==> src/rtl/alu_pkg.sv <==
// Shared opcode encodings, FSM state type and opcode classification for the
// sequential ALU and its iterative multiply/divide engine.
package alu_pkg;

    localparam logic [3:0] ALU_ADD  = 4'b0000;
    localparam logic [3:0] ALU_SUB  = 4'b0001;
    localparam logic [3:0] ALU_AND  = 4'b0010;
    localparam logic [3:0] ALU_OR   = 4'b0011;
    localparam logic [3:0] ALU_XOR  = 4'b0100;
    localparam logic [3:0] ALU_SLT  = 4'b0101;
    localparam logic [3:0] ALU_SLTU = 4'b0110;
    localparam logic [3:0] ALU_SLL  = 4'b0111;
    localparam logic [3:0] ALU_SRL  = 4'b1000;
    localparam logic [3:0] ALU_SRA  = 4'b1001;
    localparam logic [3:0] ALU_MUL  = 4'b1010;
    localparam logic [3:0] ALU_DIVU = 4'b1011;
    localparam logic [3:0] ALU_REMU = 4'b1100;

    typedef enum logic [1:0] {
        S_IDLE,
        S_BUSY,
        S_DONE
    } state_t;

    function automatic logic is_iter(input logic [3:0] op);
        return (op == ALU_MUL) || (op == ALU_DIVU) || (op == ALU_REMU);
    endfunction

endpackage

==> src/rtl/alu_seq_if.sv <==
// Request/response bundle between operand fetch, the sequential ALU and writeback.
interface alu_seq_if #(
    parameter int WIDTH = 32
) ();

    logic             in_valid;
    logic             in_ready;
    logic [3:0]       opcode;
    logic [WIDTH-1:0] operand1;
    logic [WIDTH-1:0] operand2;
    logic             out_valid;
    logic             out_ready;
    logic [WIDTH-1:0] result;
    logic             zero;
    logic             illegal;

    modport master (
        output in_valid, opcode, operand1, operand2, out_ready,
        input  in_ready, out_valid, result, zero, illegal
    );

    modport slave (
        input  in_valid, opcode, operand1, operand2, out_ready,
        output in_ready, out_valid, result, zero, illegal
    );

endinterface

==> src/rtl/alu_iter_muldiv.sv <==
// Iterative engine: LSB-first shift-add multiply and MSB-first restoring divide,
// one bit per step; res/last expose the value produced by the current step.
module alu_iter_muldiv
    import alu_pkg::*;
#(
    parameter int WIDTH = 32,
    parameter int SHW   = $clog2(WIDTH)
) (
    input  logic             clk,
    input  logic             rst_n,
    input  logic             start,
    input  logic             step,
    input  logic [3:0]       op,
    input  logic [WIDTH-1:0] a,
    input  logic [WIDTH-1:0] b,
    output logic             last,
    output logic [WIDTH-1:0] res
);

    // hi: product accumulator / partial remainder
    // lo: multiplier / dividend shifting into quotient
    // dv: multiplicand (shifted left) / divisor
    logic [3:0]       op_r;
    logic [SHW-1:0]   cnt;
    logic [WIDTH-1:0] hi, lo, dv;
    logic [WIDTH-1:0] hi_n, lo_n, dv_n;
    logic [WIDTH:0]   sh, diff;
    logic             fits;

    always_comb begin
        sh   = {hi, lo[WIDTH-1]};
        diff = sh - {1'b0, dv};
        fits = ~diff[WIDTH];
        if (op_r == ALU_MUL) begin
            hi_n = hi + (lo[0] ? dv : '0);
            lo_n = lo >> 1;
            dv_n = dv << 1;
        end else begin
            // A zero divisor always "fits", giving all-ones quotient and remainder = dividend
            hi_n = fits ? diff[WIDTH-1:0] : sh[WIDTH-1:0];
            lo_n = {lo[WIDTH-2:0], fits};
            dv_n = dv;
        end
        if (op_r == ALU_DIVU) begin
            res = lo_n;
        end else begin
            res = hi_n;
        end
        last = step && (cnt == SHW'(WIDTH - 1));
    end

    always_ff @(posedge clk or negedge rst_n) begin
        if (!rst_n) begin
            op_r <= '0;
            cnt  <= '0;
            hi   <= '0;
            lo   <= '0;
            dv   <= '0;
        end else if (start) begin
            op_r <= op;
            cnt  <= '0;
            hi   <= '0;
            lo   <= (op == ALU_MUL) ? b : a;
            dv   <= (op == ALU_MUL) ? a : b;
        end else if (step) begin
            cnt <= cnt + 1'b1;
            hi  <= hi_n;
            lo  <= lo_n;
            dv  <= dv_n;
        end
    end

endmodule

==> src/rtl/alu_seq.sv <==
// Handshaked sequential ALU: single-cycle logic/arith/shift ops plus iterative
// mul/divu/remu, one operation in flight, result held until accepted.
module alu_seq
    import alu_pkg::*;
#(
    parameter int WIDTH = 32,
    parameter int SHW   = $clog2(WIDTH)
) (
    input logic       clk,
    input logic       rst_n,
    alu_seq_if.slave  bus
);

    state_t           state, state_n;
    logic [WIDTH-1:0] a, b;
    logic [SHW-1:0]   shamt;
    logic [WIDTH-1:0] single_res, res_d, result_r, eng_res;
    logic             single_ill, ill_d, illegal_r, zero_r;
    logic             res_load, start, eng_last;

    assign a     = bus.operand1;
    assign b     = bus.operand2;
    assign shamt = bus.operand2[SHW-1:0];

    always_comb begin
        single_res = '0;
        single_ill = 1'b0;
        case (bus.opcode)
            ALU_ADD:  single_res = a + b;
            ALU_SUB:  single_res = a - b;
            ALU_AND:  single_res = a & b;
            ALU_OR:   single_res = a | b;
            ALU_XOR:  single_res = a ^ b;
            ALU_SLT:  single_res = {{(WIDTH-1){1'b0}}, $signed(a) < $signed(b)};
            ALU_SLTU: single_res = {{(WIDTH-1){1'b0}}, a < b};
            ALU_SLL:  single_res = a << shamt;
            ALU_SRL:  single_res = a >> shamt;
            ALU_SRA:  single_res = $unsigned($signed(a) >>> shamt);
            default:  single_ill = ~is_iter(bus.opcode);
        endcase
    end

    always_comb begin
        state_n  = state;
        start    = 1'b0;
        res_load = 1'b0;
        res_d    = single_res;
        ill_d    = 1'b0;
        case (state)
            S_IDLE: begin
                if (bus.in_valid) begin
                    if (is_iter(bus.opcode)) begin
                        start   = 1'b1;
                        state_n = S_BUSY;
                    end else begin
                        res_load = 1'b1;
                        ill_d    = single_ill;
                        state_n  = S_DONE;
                    end
                end
            end
            S_BUSY: begin
                if (eng_last) begin
                    res_load = 1'b1;
                    res_d    = eng_res;
                    state_n  = S_DONE;
                end
            end
            S_DONE: begin
                if (bus.out_ready) begin
                    state_n = S_IDLE;
                end
            end
            default: state_n = S_IDLE;
        endcase
    end

    always_ff @(posedge clk or negedge rst_n) begin
        if (!rst_n) begin
            state     <= S_IDLE;
            result_r  <= '0;
            zero_r    <= 1'b1;
            illegal_r <= 1'b0;
        end else begin
            state <= state_n;
            if (res_load) begin
                result_r  <= res_d;
                zero_r    <= (res_d == '0);
                illegal_r <= ill_d;
            end
        end
    end

    alu_iter_muldiv #(
        .WIDTH (WIDTH),
        .SHW   (SHW)
    ) u_muldiv (
        .clk   (clk),
        .rst_n (rst_n),
        .start (start),
        .step  (state == S_BUSY),
        .op    (bus.opcode),
        .a     (a),
        .b     (b),
        .last  (eng_last),
        .res   (eng_res)
    );

    assign bus.in_ready  = (state == S_IDLE);
    assign bus.out_valid = (state == S_DONE);
    assign bus.result    = result_r;
    assign bus.zero      = zero_r;
    assign bus.illegal   = illegal_r;

endmodule

==> src/flat_wrapper.sv <==
// flat-port wrapper written by rule: the top's interface ports become plain ports
module alu_seq_flat import alu_pkg::*;
#(
    parameter int WIDTH = 32,
    parameter int SHW   = $clog2(WIDTH)
)
  (clk, rst_n, bus_in_valid, bus_opcode, bus_operand1, bus_operand2, bus_out_ready, bus_in_ready, bus_out_valid, bus_result, bus_zero, bus_illegal);
  alu_seq_if #(.WIDTH(WIDTH)) bus_i ();
  input logic clk;
  input logic rst_n;
  input wire logic [$bits(bus_i.in_valid)-1:0] bus_in_valid;
  input wire logic [$bits(bus_i.opcode)-1:0] bus_opcode;
  input wire logic [$bits(bus_i.operand1)-1:0] bus_operand1;
  input wire logic [$bits(bus_i.operand2)-1:0] bus_operand2;
  input wire logic [$bits(bus_i.out_ready)-1:0] bus_out_ready;
  output wire logic [$bits(bus_i.in_ready)-1:0] bus_in_ready;
  output wire logic [$bits(bus_i.out_valid)-1:0] bus_out_valid;
  output wire logic [$bits(bus_i.result)-1:0] bus_result;
  output wire logic [$bits(bus_i.zero)-1:0] bus_zero;
  output wire logic [$bits(bus_i.illegal)-1:0] bus_illegal;
  assign bus_i.in_valid = bus_in_valid;
  assign bus_i.opcode = bus_opcode;
  assign bus_i.operand1 = bus_operand1;
  assign bus_i.operand2 = bus_operand2;
  assign bus_i.out_ready = bus_out_ready;
  assign bus_in_ready = bus_i.in_ready;
  assign bus_out_valid = bus_i.out_valid;
  assign bus_result = bus_i.result;
  assign bus_zero = bus_i.zero;
  assign bus_illegal = bus_i.illegal;
  alu_seq #(.WIDTH(WIDTH), .SHW(SHW)) u_core (.clk(clk), .rst_n(rst_n), .bus(bus_i));
endmodule
==> config.mk <==
export PLATFORM = sky130hd
export DESIGN_NAME = alu_seq_flat
export DESIGN_NICKNAME = d
export VERILOG_FILES = /design/src/rtl/alu_pkg.sv /design/src/rtl/alu_seq_if.sv /design/src/rtl/alu_iter_muldiv.sv /design/src/rtl/alu_seq.sv /design/src/flat_wrapper.sv
export SDC_FILE = /design/constraint.sdc
export NUM_CORES = 1
export LEC_CHECK = 0
export ABC_AREA = 0
export BUFFER_PORTS_ARGS = -buffer_cell sky130_fd_sc_hd__buf_2
export CORE_UTILIZATION = 30
export DETAILED_ROUTE_END_ITERATION = 6
export PLACE_DENSITY = 0.53
export SLEW_MARGIN = 20
export SYNTH_ARGS = -nofsm -noshare
export SYNTH_HDL_FRONTEND = slang
export SYNTH_SLANG_ARGS = --single-unit
==> constraint.sdc <==
create_clock -name clk -period 3.7 [get_ports clk]
set_input_delay 0 -clock clk [delete_from_list [all_inputs] [get_ports clk]]
set_output_delay 0 -clock clk [all_outputs]
set_load 0.01 [all_outputs]
==> results.txt <==
* Clock-pin slew reported for the worst setup and hold paths after clock tree synthesis: 90 ps
- Of the total power, registers draw 17.3%.
- Setup repair after global routing could not meet its margin everywhere.
- At the pin with the least slew margin, the transition time is 1150 ps.
* Clock tree from TritonCTS: done
- Type of the worst setup path: flop to flop
- Switching share of power: 47.7%
- After floorplanning, the core was sized to cover 71,900 sq um.
- Detailed-routed wire length on met2: 53.1 mm
* Cell chosen for the clock root: sky130_fd_sc_hd__clkbuf_16
- The min-delay analysis places its worst path in the category input port to flop.
- Hold Fails Final Rpt: 0
* Aggregate routed wire length: 116 mm
- Static leakage: 14.2 nW
- Of all flip-flops after synthesis, the portion carrying an async set or reset was 100%.
* Number of antenna violations at the first check in global routing: 1
* Clock power share: 10.7%
- Worst Skew: 19.8 ps
- Largest area contributor in the netlist: sky130_fd_sc_hd__dfrtp_1
- Initial Utilization: 30.5%
* R2r endpoint: u_core.bus.zero
- From synthesis to final layout, the design area changed by 39.7%.
* Maximum number of pins on one net before global-route repair: 96
- Across the VDD grid, the largest voltage drop is 0.000434 V.
* Number of nets with antenna violations after routing: 0
- Die footprint: 74,100 sq um
- Min Clock Period, post-route: 3790 ps
- Internal power comes to 8.89 mW.
* Number of diodes added for antenna fixing: 0
* All-Layer GR Usage: 30.5%
* Total overflow reported by the global router: 0
* Warning count from the yosys run: 0
* Final HPWL from detailed placement: 94.6 mm
- Fraction of the mapped netlist area in compound gates: 29.9%
* First-pass DRT Iterations: 6
* Top library cells by usage in the layout, fill and taps aside: sky130_fd_sc_hd__buf_4, sky130_fd_sc_hd__nand2_1, sky130_fd_sc_hd__nor2_1
- For this run, the top clock speed supported by timing is 0.264 GHz.
- Clock net sink count: 141
* Most common cell after layout, fill and taps aside: sky130_fd_sc_hd__buf_4
* Vias per std cell: 5.87
- Simple-Gate Fraction of Synth Area: 22.5%
- Area share of xor/xnor cells in the synthesized design: 2.68%
- The worst hold path begins at bus_operand2[10].
- CP Capture Type: flop
* Reg2reg setup slack: -90 ps
- The floorplan has 98 rows.
- Along the worst hold path, the cell count comes to 4.
* Max-capacitance violation count: 0
* Arrival time worst endpoint: 4170 ps
* Crit start category: flop
* Total length of routed met3 wires: 8.73 mm
- Of the total synthesized cell area, the portion taken by full adders, half adders and majority gates is 9.62%.
- Routability-driven placement finished with a final weighted congestion of 1.04.
* Required time of the worst setup path: 4080 ps
- The average instance in the mapped netlist occupies 7.29 sq um.
- The run finished, with violations left.
- Maximum level of the CTS H-tree: 4
- Hold worst-path end: u_core.u_muldiv.lo[10]
* Clock network latency to the later pin of the worst-skew pair: 470 ps
- In the final layout, the share of cells above drive strength 1 is 31.8%.
- Launching element of the worst setup path: u_core.u_muldiv.lo[0]
- Cell types occupying the most area after synthesis: sky130_fd_sc_hd__dfrtp_1, sky130_fd_sc_hd__ha_1, sky130_fd_sc_hd__mux2i_1, sky130_fd_sc_hd__nand2_1, sky130_fd_sc_hd__nor2_1
- Slowest cell on crit path: sky130_fd_sc_hd__or4_4
- Number of ports placed on the die boundary: 108
- After detailed placement, the total cell area comes to 29,000 sq um.
* Worst Slack Setup Final: -85.2 ps
- Clock tree synthesis inserted a total of 17 buffers.
- The final reports fail on setup timing.
- P per Cell Area: 556 nW/um^2
* Netlist area before placement: 21,900 sq um
- Routed metal-1 wire length: 49.4 mm
- Reg2reg start: u_core.u_muldiv.lo[0]
- The first routing iteration left 3,027 violations.
- The highest metal layer carrying signal wires in the routed design is met4.
- Number of global-route vias before repair: 26,438
* Number of flops mapped to enable cells by yosys: 0
- Measured in cells, the most critical reg-to-reg path has a length of 19.
- Across all layers, the routed design uses 27,473 vias.
- The first global-routing pass estimated 171 mm of wire.
- Registers take 3540 sq um.
- Count of buffers from port buffering: 107
* WL/cell: 24.9 um
* Final setup violation count: 1
- For this run, the post-layout net count is 3,952.
* Height of the chip: 272 um
- In the synthesized netlist, the number of instances is 3,005.
- Post-layout instance area: 30,600 sq um
- Tcrit/Tclk final: 102%
- In the final layout, the multi-input gates occupy 17,600 sq um.
* Count of different cell masters after synthesis: 103
* Final number of max-transition violations: 0
- Portion of netlist area occupied by mux cells: 12.0%
* Logic pwr share: 72.0%
- On the worst path, the slowest cell contributes a delay of 490 ps.
* Number of fillers in the final layout: 7,509
- P_sw: 8.13 mW
* Post-synth top area share: 16.0%
- Of all nets on the critical path, the largest fanout is 10.
* Place WS: -585 ps
* CTS Buffer Depth: 2
- When the netlist entered floorplanning its net count stood at 3,243.
- Number of synthesized register bits: 141
- Traced cell by cell, the critical path runs through buf_12, buf_8, and2_4, ha_4, a211oi_2, buf_4, o21a_1, o31ai_2, a211oi_2, buf_4, a31oi_4, buf_6, a311oi_4, xnor2_1, nor2_1, or3_4, nand3_2, or4_4, o22ai_2.
- In the routed design, unresolved DRC markers number 0.
- Measured against its own limit, the worst slew margin works out to 23.2%.
- Sequential cell area fraction in the yosys report: 16.1%
* Dominant combinational cell family by area after synthesis: compound AO/OA/AOI/OAI gates
- The most used flip-flop cell after synthesis is sky130_fd_sc_hd__dfrtp_1.
- In this run the horizontal extent of the chip is 272 um.
## per-layer routing
layer,GRT usage (%),up-vias
met3,3.58,278
met1,40.8,13256
met4,12.1,0
met2,49.7,1358
li1,-,12581
met5,0,-
## worst max path at each step
| stage | slack (ps) | end |
|---|---|---|
| 6_report | -90 | u_core.bus.zero |
| 5_1_grt | -210 | u_core.bus.zero |
| 4_1_cts | -40 | u_core.bus.zero |
| 3_5_place_dp | -580 | u_core.bus.zero |
| 3_3_place_gp | -540 | u_core.bus.zero |
| 2_1_floorplan | 2 | u_core.bus.zero |
## critical path, delay by kind of cell, from the launching register on
kind                       cells  cell delay (ps)
AOI/OAI and AO/OA              7             1110
xor gates and xnor gates       1              100
adders and majority gates      1              220
buffers and inverters          5              760
DFF                            1              450
and+or+nand+nor                5             1060
## through the flow
step / TNS [ps] / power (mW) / hold WS (ps) / utilization [%] / instances
4_1_cts: -40.2 / 16.6 / 3.06 / 42.3 / 4676
3_3_place_gp: -2030 / 14.0 / 89.2 / 40.3 / 4617
6_report: -85.2 / 17.0 / 1.10 / 42.6 / 4677
2_1_floorplan: 0 / 8.51 / -296 / - / 3005
3_5_place_dp: -2250 / 14.0 / 96.3 / 40.3 / 4617
5_1_grt: -360 / 18.0 / 21.4 / 42.6 / 4677
## registers in the layout, indices dropped and copies added (netlist names)
name / cells
u_core.bus.result: 32
u_core.u_muldiv.dv: 32
u_core.u_muldiv.hi: 32
u_core.u_muldiv.lo: 32
u_core.u_muldiv.cnt: 5
u_core.u_muldiv.op_r: 4
u_core.state: 2
u_core.bus.illegal: 1
u_core.bus.zero: 1
## power by group through the flow
| stage | logic, mW | registers [mW] | clock network, mW |
|---|---|---|---|
| floorplan | 5.76 | 2.74 | 0 |
| global placement | 11.1 | 2.90 | 0 |
| detailed placement | 11.1 | 2.91 | 0 |
| CTS | 11.9 | 2.89 | 1.83 |
| global route | 13.1 | 3.00 | 1.89 |
| finish | 12.3 | 2.94 | 1.82 |
## cell families (layout without fill, tap and decap cells)
kind of cell             count (synthesis)  count (layout)
AND/OR/NAND/NOR                       1059            1059
AO/OA/AOI/OAI                          969             969
buffers and inverters                  387            1109
multiplexers                           216             216
adder cells (fa/ha/maj)                166             166
flip-flops                             141             141
XOR/XNOR                                67              67
## synthesized netlist by cell type (9+ instances only)
library cell	instances
sky130_fd_sc_hd__a31o_2	11
sky130_fd_sc_hd__dfrtp_1	140
sky130_fd_sc_hd__o2111ai_1	17
sky130_fd_sc_hd__a311oi_1	9
sky130_fd_sc_hd__o21ai_0	185
sky130_fd_sc_hd__nor3_1	63
sky130_fd_sc_hd__and3_1	23
sky130_fd_sc_hd__mux4_2	29
sky130_fd_sc_hd__nand3_1	92
sky130_fd_sc_hd__o211ai_1	43
sky130_fd_sc_hd__nand2b_1	25
sky130_fd_sc_hd__o22ai_1	36
sky130_fd_sc_hd__a21o_1	27
sky130_fd_sc_hd__nand3b_1	9
sky130_fd_sc_hd__o21a_1	18
sky130_fd_sc_hd__inv_1	138
sky130_fd_sc_hd__xnor2_1	44
sky130_fd_sc_hd__xor2_1	23
sky130_fd_sc_hd__a22oi_1	12
sky130_fd_sc_hd__buf_2	42
sky130_fd_sc_hd__a21oi_1	204
sky130_fd_sc_hd__o31ai_1	25
sky130_fd_sc_hd__o211a_1	11
sky130_fd_sc_hd__a211o_1	13
sky130_fd_sc_hd__clkbuf_1	174
sky130_fd_sc_hd__a31oi_1	74
sky130_fd_sc_hd__nor2b_1	24
sky130_fd_sc_hd__mux2i_1	142
sky130_fd_sc_hd__buf_1	17
sky130_fd_sc_hd__a221oi_1	20
sky130_fd_sc_hd__a211oi_1	89
sky130_fd_sc_hd__or3_1	17
sky130_fd_sc_hd__nor4_1	25
sky130_fd_sc_hd__and2_1	47
sky130_fd_sc_hd__o221ai_1	41
sky130_fd_sc_hd__nor2_1	288
sky130_fd_sc_hd__mux2_2	41
sky130_fd_sc_hd__o21bai_1	12
sky130_fd_sc_hd__nand4_1	31
sky130_fd_sc_hd__nand2_1	367
sky130_fd_sc_hd__ha_1	162
## repair_timing
action / 4_1_cts / 5_1_grt
cloned: 1 / 0
hold buffers: 13 / 0
pin swaps: 46 / 31
hold endpoints to repair: 85 / 0
setup buffers: 15 / 1
endpoints found under the setup margin: 11 / 9
gates resized for setup: 102 / 43
## area by class of cell
cell class / count / share of cell area [%]
clock buffer: 17 / 1.39
clock inverter: 15 / 0.609
inverter: 140 / 1.72
multi-input combinational: 2477 / 57.6
sequential: 141 / 11.6
tap: 950 / 3.88
timing repair buffer: 937 / 23.3
Note: power is estimated with default switching activity, not from simulation.
